File: config.mk
export PLATFORM = sky130hd
export DESIGN_NAME = mp_dcache_tag_lookup
export DESIGN_NICKNAME = d
export VERILOG_FILES = /design/src/rtl/mp_dcache_pkg.sv /design/src/rtl/mp_dcache_valid_array.sv /design/src/rtl/mp_dcache_tag_lookup.sv
export SDC_FILE = /design/constraint.sdc
export NUM_CORES = 1
export LEC_CHECK = 0
export ABC_AREA = 0
export BUFFER_PORTS_ARGS = -buffer_cell sky130_fd_sc_hd__buf_2
export CAP_MARGIN = 10
export CORE_MARGIN = 10
export CORE_UTILIZATION = 45
export DETAILED_ROUTE_END_ITERATION = 8
export PLACE_DENSITY_LB_ADDON = 0.08
export SETUP_SLACK_MARGIN = 0.15
export SYNTH_ARGS = -nofsm -noshare
export SYNTH_HDL_FRONTEND = slang
export SYNTH_HIERARCHICAL = 1
export SYNTH_SLANG_ARGS = --single-unit
export TNS_END_PERCENT = 1
File: constraint.sdc
create_clock -name clk -period 5.19 [get_ports clk]
set_input_delay 0.519 -clock clk [delete_from_list [all_inputs] [get_ports clk]]
set_output_delay 0.519 -clock clk [all_outputs]
set_load 0.05 [all_outputs]
File: src/rtl/mp_dcache_pkg.sv
// Shared definitions for the data-cache tag-lookup slice: geometry constants,
// update opcodes, stage-1 states and the tag SRAM word layout.
package mp_dcache_pkg;

    localparam int unsigned ADDR_WIDTH  = 32;
    localparam int unsigned OFFSET_BITS = 5;
    localparam int unsigned INDEX_BITS  = 4;
    localparam int unsigned TAG_BITS    = ADDR_WIDTH - INDEX_BITS - OFFSET_BITS;
    localparam int unsigned TAG_WORD    = TAG_BITS + 1;
    localparam int unsigned DIRTY_BIT   = 23;
    localparam int unsigned NUM_SETS    = 1 << INDEX_BITS;

    // Encoding 2'd3 is reserved: consumed as a no-op.
    typedef enum logic [1:0] {
        FILL       = 2'd0,
        SET_DIRTY  = 2'd1,
        INVALIDATE = 2'd2
    } upd_op_t;

    typedef enum logic [1:0] {
        EMPTY,
        LOOKUP,
        HOLD
    } s1_state_t;

    // Bit DIRTY_BIT of the SRAM word is the dirty flag, the rest is the tag.
    typedef struct packed {
        logic                dirty;
        logic [TAG_BITS-1:0] tag;
    } tag_word_t;

endpackage

File: src/rtl/mp_dcache_valid_array.sv
// Per-set valid bits kept in flops, since the tag SRAM itself has no reset.
module mp_dcache_valid_array
    import mp_dcache_pkg::*;
(
    input  logic                  clk,
    input  logic                  rst,
    input  logic                  set_en,
    input  logic [INDEX_BITS-1:0] set_idx,
    input  logic                  clr_en,
    input  logic [INDEX_BITS-1:0] clr_idx,
    input  logic [INDEX_BITS-1:0] rd_idx,
    output logic                  rd_valid
);

    logic [NUM_SETS-1:0] valid_q;

    // Valid flops: cleared on reset, set by fills, cleared by invalidates.
    always_ff @(posedge clk) begin
        if (rst) begin
            valid_q <= '0;
        end else begin
            if (set_en) valid_q[set_idx] <= 1'b1;
            if (clr_en) valid_q[clr_idx] <= 1'b0;
        end
    end

    // Asynchronous read of the addressed set.
    always_comb begin
        rd_valid = valid_q[rd_idx];
    end

endmodule

File: src/rtl/mp_dcache_tag_lookup.sv
// Tag-lookup stage of the data cache: issues tag SRAM reads for lookups,
// compares one cycle later, and serialises tag updates into SRAM writes.
module mp_dcache_tag_lookup
    import mp_dcache_pkg::*;
(
    input  logic                  clk,
    input  logic                  rst,
    input  logic                  req_valid,
    output logic                  req_ready,
    input  logic [ADDR_WIDTH-1:0] req_addr,
    output logic                  rsp_valid,
    input  logic                  rsp_ready,
    output logic                  rsp_hit,
    output logic                  rsp_dirty,
    output logic [TAG_BITS-1:0]   rsp_victim_tag,
    output logic [INDEX_BITS-1:0] rsp_index,
    input  logic                  upd_valid,
    output logic                  upd_ready,
    input  logic [1:0]            upd_op,
    input  logic [INDEX_BITS-1:0] upd_index,
    input  logic [TAG_BITS-1:0]   upd_tag,
    input  logic                  upd_dirty,
    output logic                  tag_csb0,
    output logic                  tag_web0,
    output logic [INDEX_BITS-1:0] tag_addr0,
    output logic [TAG_WORD-1:0]   tag_din0,
    input  logic [TAG_WORD-1:0]   tag_dout0
);

    s1_state_t             state_q, state_d;
    logic [TAG_BITS-1:0]   req_tag_q;
    logic [INDEX_BITS-1:0] req_idx_q;
    logic                  cap_hit_q, cap_dirty_q;
    logic [TAG_BITS-1:0]   cap_victim_q;
    logic [INDEX_BITS-1:0] cap_idx_q;

    logic                  s1_free;
    logic                  upd_fire, req_fire, upd_wr, fill_fire, inval_fire;
    logic [TAG_BITS-1:0]   req_tag;
    logic [INDEX_BITS-1:0] req_idx;
    logic                  unused_offset;
    tag_word_t             rd_word, wr_word;
    logic                  lk_valid, lk_hit, lk_dirty;

    assign req_tag       = req_addr[ADDR_WIDTH-1 -: TAG_BITS];
    assign req_idx       = req_addr[OFFSET_BITS +: INDEX_BITS];
    assign unused_offset = ^req_addr[OFFSET_BITS-1:0];

    // Handshake: updates win over lookups so only one SRAM access per cycle.
    always_comb begin
        s1_free    = (state_q == EMPTY) || rsp_ready;
        upd_ready  = s1_free && !rst;
        req_ready  = s1_free && !upd_valid && !rst;
        upd_fire   = upd_valid && upd_ready;
        req_fire   = req_valid && req_ready;
        fill_fire  = upd_fire && (upd_op == FILL);
        inval_fire = upd_fire && (upd_op == INVALIDATE);
        upd_wr     = fill_fire || (upd_fire && (upd_op == SET_DIRTY));
        wr_word.tag   = upd_tag;
        wr_word.dirty = (upd_op == FILL) ? upd_dirty : 1'b1;
    end

    mp_dcache_valid_array u_valid (
        .clk      (clk),
        .rst      (rst),
        .set_en   (fill_fire),
        .set_idx  (upd_index),
        .clr_en   (inval_fire),
        .clr_idx  (upd_index),
        .rd_idx   (req_idx_q),
        .rd_valid (lk_valid)
    );

    // Compare the word read last cycle against the registered request.
    always_comb begin
        rd_word  = tag_dout0;
        lk_hit   = lk_valid && (rd_word.tag == req_tag_q);
        lk_dirty = lk_valid && rd_word.dirty;
    end

    // SRAM port registers, launched at the edge that accepts a command.
    always_ff @(posedge clk) begin
        if (rst) begin
            tag_csb0  <= 1'b1;
            tag_web0  <= 1'b1;
            tag_addr0 <= '0;
            tag_din0  <= '0;
        end else if (upd_wr) begin
            tag_csb0  <= 1'b0;
            tag_web0  <= 1'b0;
            tag_addr0 <= upd_index;
            tag_din0  <= wr_word;
        end else if (req_fire) begin
            tag_csb0  <= 1'b0;
            tag_web0  <= 1'b1;
            tag_addr0 <= req_idx;
        end else begin
            tag_csb0  <= 1'b1;
            tag_web0  <= 1'b1;
        end
    end

    // Request tag/index held for the compare cycle.
    always_ff @(posedge clk) begin
        if (rst) begin
            req_tag_q <= '0;
            req_idx_q <= '0;
        end else if (req_fire) begin
            req_tag_q <= req_tag;
            req_idx_q <= req_idx;
        end
    end

    // Capture the result when a stalled lookup moves to HOLD, since the SRAM
    // output is only valid during the compare cycle.
    always_ff @(posedge clk) begin
        if (rst) begin
            cap_hit_q    <= 1'b0;
            cap_dirty_q  <= 1'b0;
            cap_victim_q <= '0;
            cap_idx_q    <= '0;
        end else if (state_q == LOOKUP && !rsp_ready) begin
            cap_hit_q    <= lk_hit;
            cap_dirty_q  <= lk_dirty;
            cap_victim_q <= rd_word.tag;
            cap_idx_q    <= req_idx_q;
        end
    end

    // Stage-1 state register.
    always_ff @(posedge clk) begin
        if (rst) state_q <= EMPTY;
        else     state_q <= state_d;
    end

    // Stage-1 next state and response outputs.
    always_comb begin
        state_d        = state_q;
        rsp_valid      = 1'b0;
        rsp_hit        = 1'b0;
        rsp_dirty      = 1'b0;
        rsp_victim_tag = '0;
        rsp_index      = '0;
        case (state_q)
            EMPTY: begin
                if (req_fire) state_d = LOOKUP;
            end
            LOOKUP: begin
                rsp_valid      = 1'b1;
                rsp_hit        = lk_hit;
                rsp_dirty      = lk_dirty;
                rsp_victim_tag = rd_word.tag;
                rsp_index      = req_idx_q;
                if (rsp_ready) state_d = req_fire ? LOOKUP : EMPTY;
                else           state_d = HOLD;
            end
            HOLD: begin
                rsp_valid      = 1'b1;
                rsp_hit        = cap_hit_q;
                rsp_dirty      = cap_dirty_q;
                rsp_victim_tag = cap_victim_q;
                rsp_index      = cap_idx_q;
                if (rsp_ready) state_d = req_fire ? LOOKUP : EMPTY;
            end
            default: state_d = EMPTY;
        endcase
    end

endmodule
==> impl_metrics.csv, run 1 <==
group,metric,value,unit
setup_path,cpPeakStageDelay,0.83,ns
detailed_routing,num_vias,4305,
synthesis,postSynth.asyncResetShare,0,
detailed_routing,drt-vias-per-instance,5.14,
floorplanning,floorplan_die_area,0.0148,mm2
clock_network,cts.sinks,104,
setup_path,worstSetupEndpointType,"flip-flop",
detailed_routing,drt-total-wl,13500,um
run,max_cap_violations,0,
final_layout,post_synthesis_to_final_layout_area_growth,21.5,%
synthesis,ys_dominant_reg_cell,"sky130_fd_sc_hd__dfxtp_1",
sta,finalHoldWorstSlack,0.385,ns
synthesis,synth_edf_count,0,
synthesis,post_synth_fa_ha_maj_area_fraction,0.0107,
synthesis,synth_compound_gate_area_share,0.190,
final_layout,fin_nets,792,
global_routing,global_router_s_overall_resource_usage,0.182,
setup_path,cp.buffers_inverters,3,
detailed_routing,drt-pass1-iter-count,6,
final_layout,finish.utilization,0.556,
sta,setup-tns-final,0,ns
global_routing,grt-ovfl-total,0,
detailed_routing,route.antenna.remaining_nets,0,
clock_network,cts_buffer_depth,2,
hold_path,hold_path_startpoint,"upd_tag[19]",
setup_path,worst_ep_required_time,5.46,ns
global_routing,first_global_vias,4298,
final_layout,most-common-layout-cells,"164 x sky130_fd_sc_hd__nand2_1, 146 x sky130_fd_sc_hd__buf_2, 104 x sky130_fd_sc_hd__dfxtp_1",
final_layout,fin_cells,838,
setup_path,cp_data_arrival_time,4.16,ns
setup_path,setup.worst_path.start,"rst",
final_layout,design_area,0.00566,mm2
sta,slew_headroom,0.280,
setup_path,critical_path_start_type,"input port",
setup_path,path_max_fanout,104,
sta,fin_ws,1.30,ns
sta,clock_tree_skew_after_final_layout,0.00843,ns
clock_network,numCtsBuffers,9,
clock_network,cts-root-buf,"sky130_fd_sc_hd__clkbuf_8",
clock_network,cts.reportedPaths.clkPinSlew,0.09,ns
detailed_routing,first_iter_violations,257,
setup_path,critical_path.cell_chain,"buf_4 > o21bai_4 > inv_2 > nand2_1 > nor2_2 > inv_1 > nor2_1 > nor3b_1 > a21oi_1 > a211oi_1",
setup_path,crit_family,"simple AND/OR/NAND/NOR gates",
power_and_ir_drop,p_per_area,325,mW/mm2
synthesis,synth.area.top_cells,"sky130_fd_sc_hd__dfxtp_1 45%, sky130_fd_sc_hd__nand2_1 13%, sky130_fd_sc_hd__a21oi_1 9.9%",
place,dp.final_hpwl,9680,um
sta,fmax,257,MHz
global_routing,grt_first_pass_wirelength,22000,um
place,place.port_buffers,147,
synthesis,combinational_family_with_the_most_area_after_synthesis,"simple AND/OR/NAND/NOR gates",
place,placed_cells_incl_taps,822,
sta,final_hold_viol_count,0,
synthesis,synth.yosys.warnings,6,
sta,finalCriticalPeriod,3.89,ns
sta,timing.final.crit_share,0.750,
place,gp_congestion,0.842,
global_routing,grt_start_max_net_pins,105,
synthesis,synthMuxAreaShare,0.0333,
clock_network,ctsResizeCount,0,
final_layout,drive_above_1_share,0.244,
floorplanning,die_height,122,um
global_routing,antenna_found_initial,0,
synthesis,yosys.area.top_type_share,0.447,
synthesis,ys_ff_latch,104,
floorplanning,core_area,0.0102,mm2
synthesis,synthesis.instances,571,
synthesis,avgSynthCellArea,8.16,um2
setup_path,reg2reg_from,"state_q[0]",
power_and_ir_drop,static-leakage-power,2.20,nW
place,placement.setup.worst_slack,0.858,ns
clock_network,clkLatencyLatePin,0.36,ns
setup_path,worstSetupPathType,"in -> reg",
synthesis,seq_total_area_yosys,0.447,
synthesis,simple_gate_fraction_of_synth_area,0.232,
clock_network,tritoncts,"built",
power_and_ir_drop,irDropWorstVdd,0.142,mV
sta,grt_setup_unrepaired,"no",
setup_path,crit_path_slowest_cell,"sky130_fd_sc_hd__nor2_2",
synthesis,post_synth_instance_area,0.00466,mm2
floorplanning,floorplan.initialDensity,0.457,
clock_network,cts_max_level,3,
final_layout,number_of_inserted_diodes,0,
detailed_routing,routedWlPerCell,16.1,um
floorplanning,boundaryPins,153,
synthesis,yosys.area_share.xor_xnor,0.0433,
floorplanning,die_x,122,um
sta,setup_viol_count_final,0,
outcome,status,"finished, final reports clean",
synthesis,ys_types,36,
clock_network,hold_buffers_post_cts,0,
place,placement_cell_area,0.00543,mm2
power_and_ir_drop,p_total,1.84,mW
hold_path,hold_class,"in -> reg",
clock_network,post_cts.repair.setup_buffers,0,
final_layout,most_common_library_cell_in_the_layout_ignoring_fill_and_taps,"sky130_fd_sc_hd__nand2_1",
synthesis,synth_top_cell_by_area,"sky130_fd_sc_hd__dfxtp_1",
sta,max_slew.worst_pin.slew,1.08,ns
floorplanning,floorplan.rows,37,
synthesis,synth.net_count,666,
sta,drv_slew,0,
detailed_routing,post-route-drc-count,0,
## worst min-delay path, cell delays in order
cell and delay, ns:
sky130_fd_sc_hd__buf_2 0.09, sky130_fd_sc_hd__nand2_1 0.04, sky130_fd_sc_hd__a21oi_1 0.05
## path summary, 6_finish.rpt
check	slack [ns]	to	cells past startpoint
setup / recovery	1.30	u_valid/valid_q[8]	10
hold reg to reg	0.45	tag_din0[19]	2
setup reg to reg	1.46	u_valid/valid_q[8]	11
hold / removal	0.38	tag_din0[19]	3
## Yosys cell counts (3+ instances only)
master,number
sky130_fd_sc_hd__ha_1,4
sky130_fd_sc_hd__a21oi_1,92
sky130_fd_sc_hd__mux2i_1,5
sky130_fd_sc_hd__inv_1,4
sky130_fd_sc_hd__dfxtp_1,104
sky130_fd_sc_hd__a22oi_1,27
sky130_fd_sc_hd__mux4_1,4
sky130_fd_sc_hd__clkbuf_1,22
sky130_fd_sc_hd__a311oi_1,3
sky130_fd_sc_hd__nor3b_1,4
sky130_fd_sc_hd__xnor2_1,23
sky130_fd_sc_hd__nor2_1,12
sky130_fd_sc_hd__nand2_1,164
sky130_fd_sc_hd__nand4_1,7
sky130_fd_sc_hd__and3b_1,3
sky130_fd_sc_hd__buf_1,4
sky130_fd_sc_hd__buf_2,7
sky130_fd_sc_hd__a31oi_1,8
sky130_fd_sc_hd__a211oi_1,12
sky130_fd_sc_hd__nand3_1,7
sky130_fd_sc_hd__buf_6,4
sky130_fd_sc_hd__nor2b_1,35
## layout make-up
class	instances	area, um2
fillers	1014	4520
multi-input cells	424	2380
flip-flops and latches	104	2080
repair buffers	153	783
well taps	136	170
clock buffers	13	139
clock inverters	3	90.1
inverters	5	18.8
## power breakdown
part | switching [mW] | internal (mW)
clock network | 0.263 | 0.322
registers | 0.0204 | 0.833
logic | 0.271 | 0.133
total | 0.555 | 1.29
## layer usage
layer | vias up | GRT usage | wire, um
met2 | 133 | 0.300 | 6430
met1 | 1964 | 0.215 | 5750
met5 | - | 0 | 0
met4 | 0 | 0.0507 | 140
met3 | 11 | 0.0717 | 1190
li1 | 2197 | - | -
## kinds of logic after synthesis
kind of cell / after synthesis
flip-flops: 104
adder cells (fa/ha/maj): 4
multiplexers: 9
XOR/XNOR: 23
AND/OR/NAND/NOR: 240
buffers and inverters: 43
AO/OA/AOI/OAI: 148
## flip-flops by register name (all words and copies together) (netlist names)
| register | count |
|---|---|
| cap_victim_q | 23 |
| req_idx_q | 4 |
| cap_dirty_q | 1 |
| state_q | 2 |
| tag_din0 | 24 |
| tag_addr0 | 4 |
| tag_web0 | 1 |
| u_valid/valid_q | 16 |
| tag_csb0 | 1 |
| cap_hit_q | 1 |
| req_tag_q | 23 |
| cap_idx_q | 4 |
Power figures use the tool's default switching activity.
==> inputs of run 2 (changes only) <==
- clock period: 5.19 -> 3.9 ns (I/O delays scaled with it)
==> run 2 against run 1 <==
Effect of this change:
- setup slack worse by 0.18 ns
- sequential share of layout area is 0.13 points lower
- first-iteration DRC count is 17% higher
- global-route usage is 0.20 points lower
- largest cell class unchanged
- highest routed layer unchanged
==> impl_metrics.csv, run 2 (synthesized netlist as in run 1, its figures left out) <==
group,metric,value,unit
detailed_routing,drt-pass1-iter-count,5,
global_routing,grt-ovfl-total,0,
final_layout,most-common-layout-cells,"164 x sky130_fd_sc_hd__nand2_1, 146 x sky130_fd_sc_hd__buf_2, 104 x sky130_fd_sc_hd__dfxtp_1",
power_and_ir_drop,irDropWorstVdd,0.210,mV
detailed_routing,post-route-drc-count,0,
floorplanning,floorplan.rows,37,
global_routing,global_router_s_overall_resource_usage,0.180,
place,place.port_buffers,147,
floorplanning,boundaryPins,153,
setup_path,critical_path_start_type,"flip-flop",
clock_network,cts-root-buf,"sky130_fd_sc_hd__clkbuf_8",
clock_network,cts.sinks,104,
sta,timing.final.crit_share,0.714,
sta,slew_headroom,0.263,
detailed_routing,first_iter_violations,301,
detailed_routing,drt-total-wl,13600,um
outcome,status,"finished, final reports clean",
floorplanning,die_x,122,um
run,max_cap_violations,0,
floorplanning,floorplan_die_area,0.0148,mm2
place,placed_cells_incl_taps,824,
detailed_routing,num_vias,4421,
place,dp.final_hpwl,9640,um
place,gp_congestion,0.829,
sta,setup-tns-final,0,ns
sta,setup_viol_count_final,0,
final_layout,fin_nets,794,
final_layout,largest_register_ffs,24,
detailed_routing,routedWlPerCell,16.2,um
sta,fmax,359,MHz
sta,final_hold_viol_count,0,
global_routing,grt_start_max_net_pins,103,
sta,finalCriticalPeriod,2.79,ns
final_layout,layout.area.seq,0.00208,mm2
global_routing,first_global_vias,4379,
final_layout,most_common_library_cell_in_the_layout_ignoring_fill_and_taps,"sky130_fd_sc_hd__nand2_1",
place,placement_cell_area,0.00545,mm2
final_layout,fin_cells,840,
setup_path,path_max_fanout,7,
clock_network,numCtsBuffers,9,
final_layout,drive_above_1_share,0.251,
setup_path,worstSetupPathType,"reg -> out",
clock_network,tritoncts,"built",
clock_network,cts_max_level,3,
global_routing,antenna_found_initial,0,
sta,clock_tree_skew_after_final_layout,0.00692,ns
setup_path,worst_ep_required_time,3.51,ns
final_layout,largestRegisters,"tag_din0 x24, cap_victim_q x23, req_tag_q x23",
sta,finalHoldWorstSlack,0.248,ns
hold_path,hold_class,"in -> reg",
clock_network,ctsResizeCount,0,
setup_path,worstSetupEndpointType,"output port",
floorplanning,core_area,0.0102,mm2
global_routing,grt_first_pass_wirelength,21800,um
setup_path,cpPeakStageDelay,0.52,ns
sta,fin_ws,1.11,ns
sta,max_slew.worst_pin.slew,1.10,ns
sta,drv_slew,0,
clock_network,hold_buffers_post_cts,0,
sta,grt_setup_unrepaired,"no",
final_layout,top_reg_by_flops,"tag_din0",
setup_path,critical_path.cell_chain,"mux4_1 > mux2i_1 > mux2i_1 > nand4_1 > nor2_1 > nand4_1 > nand2_1 > buf_2",
final_layout,post_synthesis_to_final_layout_area_growth,22.0,%
clock_network,cts.reportedPaths.clkPinSlew,0.10,ns
clock_network,clkLatencyLatePin,0.36,ns
setup_path,crit_path_slowest_cell,"sky130_fd_sc_hd__dfxtp_1",
floorplanning,die_height,122,um
clock_network,post_cts.repair.setup_buffers,0,
power_and_ir_drop,p_per_area,433,mW/mm2
final_layout,design_area,0.00568,mm2
final_layout,total_area_of_multi_input_combinational_cells,0.00238,mm2
final_layout,num-fill-cells,1019,
setup_path,cp_data_arrival_time,2.40,ns
final_layout,number_of_inserted_diodes,0,
detailed_routing,drt-vias-per-instance,5.26,
place,placement.setup.worst_slack,1.34,ns
floorplanning,floorplan.initialDensity,0.457,
detailed_routing,route.antenna.remaining_nets,0,
power_and_ir_drop,static-leakage-power,2.22,nW
clock_network,cts_buffer_depth,2,
[run 2: changes by cell type in the layout (fill, tap and decap cells not counted), sizes merged]
cell    change
buf         +2
clkinv      +4
clkbuf      -4
[run 2: area by class of cell]
cell class                 count  share of cell area
multi-input combinational    424               0.419
sequential                   104               0.367
timing repair buffer         155               0.141
tap                          136              0.0300
clock buffer                   9              0.0218
clock inverter                 7              0.0194
inverter                       5             0.00330
[run 2: through the flow]
step                      total power [mW]  utilization
after global placement                1.69        0.535
after detailed placement              1.70        0.535
after floorplan                       1.54            -
final                                 2.46        0.558
after global routing                  2.57        0.558
after CTS                             2.49        0.558
[run 2: final timing paths]
check	start	endpoint	slack (ns)	depth (start not counted)
worst max register to register	state_q[1]	u_valid/valid_q[4]	1.41	12
worst max-delay path	req_idx_q[0]	rsp_hit	1.11	8
worst min-delay path	upd_tag[1]	tag_din0[1]	0.25	3
worst min register to register	tag_din0[10]	tag_din0[10]	0.46	2
[run 2: metal layers]
metal  share of wire  track usage  wire length (um)  vias up
li1                -            -                 -     2201
met3           0.084       0.0546              1140       14
met4           0.013       0.0589               183        0
met1            0.41        0.205              5580     2070
met2            0.49        0.314              6680      136
met5               0            0                 0        -
[run 2: critical path: cells and delay by family, from the launching register on]
kind | cells | cell delay [ns]
buffers and inverters | 1 | 0.27
and+or+nand+nor | 4 | 0.56
muxes | 3 | 0.67
DFF | 1 | 0.52
[run 2: power breakdown]
part           switching (mW)  leakage, nW  internal, mW
sequential             0.0272        0.843          1.11
clock                   0.367        0.123         0.422
combinational           0.360         1.25         0.178
==> inputs of run 3 (changes only) <==
- clock period: 3.9 -> 2.8 ns (I/O delays scaled with it)
==> run 3 against run 2 <==
Effect of this change:
- utilization increased by 0.061 points
- setup slack got worse by 0.76 ns
- clock power increased by 23%
- non-clock buffer count is 4 higher
- cell count is 0.36% higher
- critical path type unchanged
- total power is 34% higher
- largest cell class unchanged
- combinational power grew 42%
- count of clock-buffer cells in the layout grew 3
- flip-flop and latch count did not move
- highest routed layer unchanged
==> impl_metrics.csv, run 3 (synthesized netlist as in run 1, its figures left out) <==
group,metric,value,unit
outcome,status,"finished, final reports clean",
floorplanning,die_height,122,um
floorplanning,floorplan_die_area,0.0148,mm2
detailed_routing,drt-pass1-iter-count,4,
power_and_ir_drop,p_sw,1.03,mW
setup_path,crit_path_frequent_cell,"sky130_fd_sc_hd__nand4_1",
detailed_routing,num_vias,4430,
clock_network,cts.sinks,104,
power_and_ir_drop,p_total,3.31,mW
final_layout,post_synthesis_to_final_layout_area_growth,22.1,%
global_routing,antenna_found_initial,0,
hold_path,hold_class,"in -> reg",
setup_path,critical_path.cell_chain,"mux4_1 > mux2i_1 > mux2i_2 > nand4_1 > nor2_1 > nand4_1 > nand2_1 > buf_2",
sta,timing.final.crit_share,0.875,
setup_path,regToRegEndpoint,"u_valid/valid_q[12]",
clock_network,clkLatencyLatePin,0.36,ns
final_layout,largestRegisters,"tag_din0 x24, cap_victim_q x23, req_tag_q x23",
power_and_ir_drop,share_clk_of_total_power,0.293,
setup_path,r2r_cells,9,
power_and_ir_drop,power_report.internal_total,2.28,mW
power_and_ir_drop,switching_share,0.312,
clock_network,cts_max_level,3,
clock_network,cts.reportedPaths.clkPinSlew,0.09,ns
power_and_ir_drop,irDropWorstVdd,0.244,mV
setup_path,cp.buffers_inverters,1,
detailed_routing,drt-total-wl,13500,um
detailed_routing,drt-vias-per-instance,5.26,
clock_network,cts_buffer_depth,2,
final_layout,drive_above_1_share,0.257,
setup_path,crit_path_slowest_cell,"sky130_fd_sc_hd__mux4_1",
power_and_ir_drop,p_per_area,582,mW/mm2
power_and_ir_drop,comb_power_share,0.230,
setup_path,worst_ep_required_time,2.52,ns
global_routing,grt-ovfl-total,0,
setup_path,critical_path_start_type,"flip-flop",
global_routing,grt_first_pass_wirelength,21800,um
final_layout,layout.area.seq,0.00208,mm2
final_layout,most_common_library_cell_in_the_layout_ignoring_fill_and_taps,"sky130_fd_sc_hd__nand2_1",
sta,setup_viol_count_final,0,
final_layout,total_area_of_multi_input_combinational_cells,0.00238,mm2
setup_path,setup.worst_path.start,"req_idx_q[0]",
final_layout,largest_register_ffs,24,
clock_network,tritoncts,"built",
sta,slew_headroom,0.285,
detailed_routing,post-route-drc-count,0,
floorplanning,boundaryPins,153,
floorplanning,floorplan.initialDensity,0.457,
setup_path,cpPeakStageDelay,0.57,ns
floorplanning,core_area,0.0102,mm2
clock_network,cts-root-buf,"sky130_fd_sc_hd__clkbuf_8",
setup_path,reg2reg_from,"state_q[0]",
setup_path,cp_data_arrival_time,2.17,ns
sta,grt_setup_unrepaired,"no",
setup_path,worstSetupPathType,"reg -> out",
sta,fmax,408,MHz
place,gp_congestion,0.794,
setup_path,setup.reg_to_reg.worst_slack,0.56,ns
setup_path,path_max_fanout,7,
final_layout,number_of_inserted_diodes,0,
clock_network,post_cts.repair.setup_buffers,0,
power_and_ir_drop,p_seq_frac,0.477,
final_layout,finish.utilization,0.558,
global_routing,first_global_vias,4298,
hold_path,min_path_cells,3,
clock_network,numCtsBuffers,9,
setup_path,crit_family,"multiplexers",
final_layout,num-fill-cells,1016,
sta,max_slew.worst_pin.slew,1.07,ns
global_routing,global_router_s_overall_resource_usage,0.180,
detailed_routing,route.antenna.remaining_nets,0,
final_layout,fin_nets,798,
setup_path,worstSetupEndpointType,"output port",
place,place.port_buffers,147,
hold_path,whs_endpoint,"tag_din0[9]",
detailed_routing,routedWlPerCell,16.1,um
final_layout,top_reg_by_flops,"tag_din0",
sta,clock_tree_skew_after_final_layout,0.00723,ns
floorplanning,die_x,122,um
global_routing,grt_start_max_net_pins,103,
power_and_ir_drop,static-leakage-power,2.23,nW
final_layout,most-common-layout-cells,"164 x sky130_fd_sc_hd__nand2_1, 146 x sky130_fd_sc_hd__buf_2, 103 x sky130_fd_sc_hd__dfxtp_1",
detailed_routing,first_iter_violations,227,
sta,final_hold_viol_count,0,
floorplanning,floorplan.rows,37,
place,dp.final_hpwl,9740,um
sta,finalCriticalPeriod,2.45,ns
run,max_cap_violations,0,
sta,setup-tns-final,0,ns
sta,drv_slew,0,
hold_path,hold_path_startpoint,"upd_tag[9]",
==> run 3: cell count changes in the layout (fill, tap and decap cells not counted) <==
cell / previous run / this run
sky130_fd_sc_hd__bufinv_16: 3 / 1
sky130_fd_sc_hd__clkbuf_8: 9 / 12
sky130_fd_sc_hd__buf_4: 9 / 13
sky130_fd_sc_hd__clkinv_2: 4 / 2
sky130_fd_sc_hd__mux2i_2: 0 / 1
sky130_fd_sc_hd__dfxtp_2: 0 / 1
sky130_fd_sc_hd__mux2i_1: 5 / 4
sky130_fd_sc_hd__dfxtp_1: 104 / 103
==> run 3: how the worst max path moves through the flow <==
stage,endpoint,depth (start not counted),slack [ns]
3_5_place_dp,u_valid/valid_q[12],9,0.58
5_1_grt,rsp_hit,8,0.17
2_1_floorplan,rsp_index[0],4,0.51
6_report,rsp_hit,8,0.35
4_1_cts,rsp_hit,8,0.18
3_3_place_gp,rsp_hit,8,0.60
==> run 3: cell type report <==
class,instances,area share
clock buffers,12,0.0290
multi-input cells,424,0.419
repair buffers,159,0.146
flip-flops and latches,104,0.366
well taps,136,0.0299
inverters,5,0.00330
clock inverters,3,0.00704
==> run 3: per-stage QoR <==
stage / std cells / area (um2) / setup slack [ns] / hold slack (ns)
floorplan: 571 / 4660 / 0.505 / 0.390
global placement: 828 / 5480 / 0.601 / 0.439
detailed placement: 828 / 5480 / 0.580 / 0.444
CTS: 843 / 5680 / 0.178 / 0.122
global route: 843 / 5690 / 0.167 / 0.126
finish: 843 / 5690 / 0.350 / 0.142
==> run 3: layer usage <==
metal	vias to the layer above	share of wire	track usage
li1	2209	-	-
met1	2081	0.41	0.209
met2	135	0.49	0.306
met3	5	0.093	0.0675
met4	0	0.0043	0.0492
met5	-	0	0
==> run 3: worst reg2reg max path, delay by kind of cell, from the launching register on <==
| family | cells | cell delay (ns) |
|---|---|---|
| DFF | 1 | 0.36 |
| and+or+nand+nor | 3 | 0.96 |
| buffers and inverters | 2 | 0.16 |
| adders and majority gates | 1 | 0.27 |
| AOI/OAI and AO/OA | 3 | 0.40 |
==> run 3: repair_timing <==
item | 4_1_cts | 5_1_grt
endpoints found under the setup margin | 0 | 2
gates resized for setup | 0 | 2
hold buffers | 0 | 0
==> run 3: power by group through the flow <==
stage	clock (mW)	combinational [mW]	sequential (mW)
6_report	0.969	0.762	1.58
2_1_floorplan	0	0.466	1.67
4_1_cts	1.00	0.766	1.58
3_5_place_dp	0	0.765	1.61
5_1_grt	1.06	0.830	1.59
3_3_place_gp	0	0.755	1.61
